<file path="src/rtl/window_streamer.sv">
// window_streamer: turns a raster-order pixel stream into K x K windows at stride STRIDE.
// K-1 line buffers supply the rows above the incoming pixel; a column shift register assembles the window.
module window_streamer #(
    parameter int IMG_W  = 28,
    parameter int IMG_H  = 28,
    parameter int K      = 5,
    parameter int PW     = 8,
    parameter int STRIDE = 1,
    parameter int CW     = 5
) (
    input  logic                CLK,
    input  logic                RST,
    input  logic                START,
    input  logic [PW-1:0]       PIX,
    input  logic                PIX_VALID,
    output logic                PIX_READY,
    output logic [K*K*PW-1:0]   IMGIN,
    output logic [CW-1:0]       X,
    output logic [CW-1:0]       Y,
    output logic                WIN_VALID,
    input  logic                WIN_READY,
    output logic                DONE,
    output logic                BUSY
);
    localparam int RW  = $clog2(IMG_H);
    localparam int CCW = $clog2(IMG_W);
    localparam int PHW = (STRIDE > 1) ? $clog2(STRIDE) : 1;

    localparam logic [1:0] S_IDLE  = 2'd0;
    localparam logic [1:0] S_RUN   = 2'd1;
    localparam logic [1:0] S_DRAIN = 2'd2;
    localparam logic [1:0] S_DONE  = 2'd3;

    logic [1:0]          state_r;
    logic [1:0]          state_next_s;
    logic [RW-1:0]       row_r;
    logic [CCW-1:0]      col_r;
    logic [PHW-1:0]      row_ph_r;
    logic [PHW-1:0]      col_ph_r;
    logic [PHW-1:0]      row_ph_next_s;
    logic [PHW-1:0]      col_ph_next_s;
    logic                win_valid_r;
    logic [K*K*PW-1:0]   imgin_r;
    logic [CW-1:0]       x_r;
    logic [CW-1:0]       y_r;
    logic                done_r;
    logic                busy_r;

    logic                pix_ready_s;
    logic                accept_s;
    logic                emit_s;
    logic                col_last_s;
    logic                row_last_s;
    logic [PW-1:0]       col_s [K];
    logic [K*K*PW-1:0]   win_next_s;

    // Pixel storage only; never exposed before it has been overwritten with frame data
    logic [PW-1:0]       lb_r   [K-1][IMG_W];
    logic [PW-1:0]       hist_r [K][K-1];

    // Input handshake, window emission condition and raster position flags
    always_comb begin
        if (state_r == S_RUN) begin
            pix_ready_s = !win_valid_r || WIN_READY;
        end else begin
            pix_ready_s = 1'b0;
        end
        accept_s   = pix_ready_s && PIX_VALID;
        col_last_s = (col_r == CCW'(IMG_W - 1));
        row_last_s = (row_r == RW'(IMG_H - 1));
        emit_s     = accept_s
                     && (row_r >= RW'(K - 1)) && (col_r >= CCW'(K - 1))
                     && (row_ph_r == PHW'(0)) && (col_ph_r == PHW'(0));
    end

    // Stride phase of the next row/column; phases only start counting once a window fits
    always_comb begin
        if (col_r < CCW'(K - 1)) begin
            col_ph_next_s = PHW'(0);
        end else if (col_ph_r == PHW'(STRIDE - 1)) begin
            col_ph_next_s = PHW'(0);
        end else begin
            col_ph_next_s = col_ph_r + PHW'(1);
        end
        if (row_r < RW'(K - 1)) begin
            row_ph_next_s = PHW'(0);
        end else if (row_ph_r == PHW'(STRIDE - 1)) begin
            row_ph_next_s = PHW'(0);
        end else begin
            row_ph_next_s = row_ph_r + PHW'(1);
        end
    end

    // Frame sequencing
    always_comb begin
        state_next_s = state_r;
        case (state_r)
            S_IDLE: begin
                if (START) begin
                    state_next_s = S_RUN;
                end else begin
                    state_next_s = S_IDLE;
                end
            end
            S_RUN: begin
                if (accept_s && col_last_s && row_last_s) begin
                    state_next_s = S_DRAIN;
                end else begin
                    state_next_s = S_RUN;
                end
            end
            S_DRAIN: begin
                if (!win_valid_r || WIN_READY) begin
                    state_next_s = S_DONE;
                end else begin
                    state_next_s = S_DRAIN;
                end
            end
            S_DONE: begin
                state_next_s = S_IDLE;
            end
            default: begin
                state_next_s = S_IDLE;
            end
        endcase
    end

    // Newest window column: incoming pixel at the bottom, older rows from the line buffers above it
    always_comb begin
        for (int i = 0; i < K; i++) begin
            col_s[i] = {PW{1'b0}};
        end
        col_s[K-1] = PIX;
        for (int k = 0; k < K - 1; k++) begin
            col_s[K-2-k] = lb_r[k][col_r];
        end
    end

    // Window ending at the current pixel, packed row-major
    always_comb begin
        win_next_s = {(K*K*PW){1'b0}};
        for (int i = 0; i < K; i++) begin
            for (int j = 0; j < K - 1; j++) begin
                win_next_s[(i*K+j)*PW +: PW] = hist_r[i][j];
            end
            win_next_s[(i*K+K-1)*PW +: PW] = col_s[i];
        end
    end

    // Line buffers and window history shift on every accepted pixel
    always_ff @(posedge CLK) begin
        if (accept_s) begin
            lb_r[0][col_r] <= PIX;
            for (int k = 1; k < K - 1; k++) begin
                lb_r[k][col_r] <= lb_r[k-1][col_r];
            end
            for (int i = 0; i < K; i++) begin
                for (int j = 0; j < K - 1; j++) begin
                    hist_r[i][j] <= win_next_s[(i*K+j+1)*PW +: PW];
                end
            end
        end
    end

    // State register with registered BUSY/DONE derived from the next state
    always_ff @(posedge CLK or posedge RST) begin
        if (RST) begin
            state_r <= S_IDLE;
            busy_r  <= 1'b0;
            done_r  <= 1'b0;
        end else begin
            state_r <= state_next_s;
            busy_r  <= (state_next_s != S_IDLE);
            done_r  <= (state_next_s == S_DONE);
        end
    end

    // Raster position and stride phase counters
    always_ff @(posedge CLK or posedge RST) begin
        if (RST) begin
            row_r    <= RW'(0);
            col_r    <= CCW'(0);
            row_ph_r <= PHW'(0);
            col_ph_r <= PHW'(0);
        end else if ((state_r == S_IDLE) && START) begin
            row_r    <= RW'(0);
            col_r    <= CCW'(0);
            row_ph_r <= PHW'(0);
            col_ph_r <= PHW'(0);
        end else if (accept_s) begin
            if (col_last_s) begin
                col_r    <= CCW'(0);
                col_ph_r <= PHW'(0);
                if (row_last_s) begin
                    row_r    <= RW'(0);
                    row_ph_r <= PHW'(0);
                end else begin
                    row_r    <= row_r + RW'(1);
                    row_ph_r <= row_ph_next_s;
                end
            end else begin
                col_r    <= col_r + CCW'(1);
                col_ph_r <= col_ph_next_s;
            end
        end
    end

    // Output window register; a new window may replace one being consumed in the same cycle
    always_ff @(posedge CLK or posedge RST) begin
        if (RST) begin
            win_valid_r <= 1'b0;
            imgin_r     <= {(K*K*PW){1'b0}};
            x_r         <= CW'(0);
            y_r         <= CW'(0);
        end else if (emit_s) begin
            win_valid_r <= 1'b1;
            imgin_r     <= win_next_s;
            x_r         <= CW'(row_r - RW'(K - 1));
            y_r         <= CW'(col_r - CCW'(K - 1));
        end else if (win_valid_r && WIN_READY) begin
            win_valid_r <= 1'b0;
        end
    end

    assign PIX_READY = pix_ready_s;
    assign IMGIN     = imgin_r;
    assign X         = x_r;
    assign Y         = y_r;
    assign WIN_VALID = win_valid_r;
    assign DONE      = done_r;
    assign BUSY      = busy_r;

endmodule

</file>
<file path="config.mk">
export PLATFORM = sky130hd
export DESIGN_NAME = window_streamer
export DESIGN_NICKNAME = d
export VERILOG_FILES = /design/src/rtl/window_streamer.sv
export SDC_FILE = /design/constraint.sdc
export NUM_CORES = 1
export LEC_CHECK = 0
export CAP_MARGIN = 15
export CORE_ASPECT_RATIO = 0.6
export CORE_MARGIN = 3
export CORE_UTILIZATION = 40
export CTS_CLUSTER_SIZE = 40
export DETAILED_ROUTE_END_ITERATION = 16
export GPL_ROUTABILITY_DRIVEN = 0
export PLACE_DENSITY_LB_ADDON = 0.1
export SYNTH_ARGS = -nofsm -noshare
export SYNTH_HDL_FRONTEND = slang
export SYNTH_SLANG_ARGS = --single-unit
</file>
<file path="constraint.sdc">
create_clock -name CLK -period 7.55 [get_ports CLK]
set_input_delay 1.51 -clock CLK [delete_from_list [all_inputs] [get_ports CLK]]
set_output_delay 1.51 -clock CLK [all_outputs]
set_load 0.02 [all_outputs]
</file>
==> qor.yml <==
status: "finished, final reports clean"
fin_area_sq_um: 56300
layout.cells.non_filler: 4762
die_x_microns: 452.2
synth_area_sq_um: 47780
grt_max_degree: 201
cts_hold_buf: 0
max_clock_freq_mhz: 197.4
ys.flop_type: "edfxtp_1"
port_buffers: 226
grt_pass1_vias: 25300
p_leak_nw: 20.20
hold_viol_final: 0
r2r-start: "col_r[1]"
area_growth_pct: 17.84
dr_total_vias: 25720
clock_tree.buffer_depth: 3
maxCapViolCount: 0
syn-num-nets: 2827
grt_antenna_before_repair: 10
clockRootBuffer: "clkbuf_16"
clkSinkCount: 1281
dpl.hpwl_mm: 82.89
setup_violations: 0
synth_edf_count: 1056
nNetsFinal: 3104
required_ps: 8150
r2r_slack_ps: 2480
clkLatencyLatePin_ps: 740
synth_top_family_by_area: "multiplexers"
hold-path-endpoint: "IMGIN[162]"
grtUsageTotal_pct: 21.09
cts-htree-levels: 3
post_drt_wl_per_cell_microns: 27.53
grt_overflow: 0
whs_path_depth: 2
async_reset_ff_share_pct: 17.56
grt_pass1_wl_mm: 187.3
yosysMostFrequentCell: "edfxtp_1"
dp.cells: 4531
synth_top_area_share_pct: 66.37
hp-start: "hist_r[4][26]"
fin_tns_setup_ps: 0
cts_tree: "built"
drcViolationCount: 0
yosys.area.top_type: "edfxtp_1"
crit_family: "compound AO/OA/AOI/OAI gates"
max_slew_margin_pct: 5.053
post-route-min-period_ps: 5066
routed_wl_mm: 131.1
post-cts-setup-buffer-count: 0
drtAntennaViolNets: 0
avgViaCountPerCell: 5.402
ys_top_cells_by_count: "edfxtp_1, nand2_1, mux2i_1"
start_util_pct: 40.63
synthAdderAreaFrac_pct: 0.3666
core_area_sq_um: 117600
synthSimpleGateAreaFrac_pct: 5.958
layout-drive-gt1-share_pct: 12.76
synth_xor_area_share_pct: 0.1100
top_level_ports: 227
placed_cell_area_sq_um: 52180
rsz0062_at_grt: "no"
final_core_util_pct: 47.87
cp_slowest_stage_delay_ps: 1140
peakVddDrop_mv: 0.3097
cts_buffers: 116
cp_max_fo: 95
firstDrtPassIters: 6
fin_crit_sh_pct: 67.10
std_cell_rows: 97
ys_top_cells_by_area: "edfxtp_1, dfrtp_1, mux2i_1"
start_kind: "register"
r2r_cells: 6
fin_skew_ps: 34.13
chipHeight_microns: 273.7
ys_ff_latch: 1281
synth_compound_area_share_pct: 3.229
postSynthAreaPerCell_sq_um: 17.06
arrival_ps: 5660
synth.mux.area_fraction_pct: 10.50
crit_chain: "buf_12, mux2i_1, o22ai_1, a211oi_1, nand3_2, mux2_4"
die_area_sq_um: 123800
worstMarginPinSlew_ps: 1416
ys_seq_area_share_pct: 78.16
timing.rr.end: "IMGIN[77]"
criticalPathCategory: "register to register"
ctsResizeCount: 0
final_max_slew_viol_count: 0
yosysUniqueCellTypes: 52
hold_class: "register to register"
clk_pin_slew_ps: 60
cp.buffers_inverters: 1
cp-end-kind: "register"
drt_iter0_drc: 2820
powerDensity_nw_per_um2: 448.4
crit_path_top_delay_cell: "a211oi_1"
syn_inst: 2800
yosys_warnings: 0
[metrics by stage]
stage / worst slack, ps / power [W] / hold WS (ps)
floorplan: 1676 / 0.01500 / 414.6
global placement: 1817 / 0.01925 / 425.7
detailed placement: 2000 / 0.01941 / 423.6
CTS: 2636 / 0.02540 / 440.8
global route: 2403 / 0.02627 / 457.7
finish: 2484 / 0.02524 / 438.0
[kinds of logic (layout without fill, tap and decap cells)]
group / after synthesis / count (layout)
other: 0 / 4
adders and majority gates: 14 / 14
DFF: 1281 / 1281
xor gates and xnor gates: 6 / 6
buffers and inverters: 154 / 528
and+or+nand+nor: 685 / 685
muxes: 427 / 427
AOI/OAI and AO/OA: 233 / 233
[worst max-delay path by stage]
stage                   start      endpoint  depth (start not counted)
global placement     col_r[1]    IMGIN[113]                          6
finish               col_r[1]     IMGIN[77]                          6
global route         col_r[1]    IMGIN[154]                          7
detailed placement  WIN_READY  lb_r[2][223]                          6
floorplan           WIN_READY   lb_r[0][72]                          5
CTS                  col_r[0]     IMGIN[78]                          6
[registers in the layout (all words and copies together) (netlist names)]
| signal | count |
|---|---|
| BUSY | 1 |
| hist_r | 160 |
| WIN_VALID | 1 |
| state_r | 2 |
| lb_r | 896 |
| DONE | 1 |
| row_r | 5 |
| X | 5 |
| IMGIN | 200 |
| col_r | 5 |
| Y | 5 |
[where the power goes]
part           total [W]  internal [W]  switching (W)
clock network    0.00600       0.00339        0.00262
registers         0.0110        0.0103       0.000659
logic            0.00827       0.00252        0.00574
[per-layer routing]
| layer | global-route usage [%] | wire (microns) |
|---|---|---|
| met1 | 32.87 | 61580 |
| met2 | 29.64 | 55690 |
| met3 | 5.495 | 11540 |
| met4 | 4.202 | 2298 |
| met5 | 0 | 0 |
[area by class of cell]
class	instances	area, sq um
well taps	1584	1982
inverters	10	45.04
repair buffers	303	3113
fillers	9853	61300
flip-flops and latches	1281	37350
clock buffers	147	3186
clock inverters	68	646.9
diodes	4	10.01
multi-input cells	1365	9971
[placed cells by master (no fill, tap or decap), drive strengths merged, types with 5 or more instances in the layout]
master            n
clkdlybuf4s50   220
mux4             54
clkinv           51
o21ai            14
nor3             11
o22ai           139
nor2b             5
clkbuf          147
a22oi            39
inv              11
nand2           540
bufinv           12
mux2             33
a21oi             6
ha               14
nor4             18
xnor2             5
edfxtp         1056
buf              83
nor2             43
nand3            30
a211oi           30
mux2i           340
nand2b            7
dfrtp           225
[tightest hold or removal path: stages, from the launching register on]
cell,delay (ps)
edfxtp_1,320
nand2_1,40
nand2_1,40
Note: power is estimated with default switching activity, not from simulation.
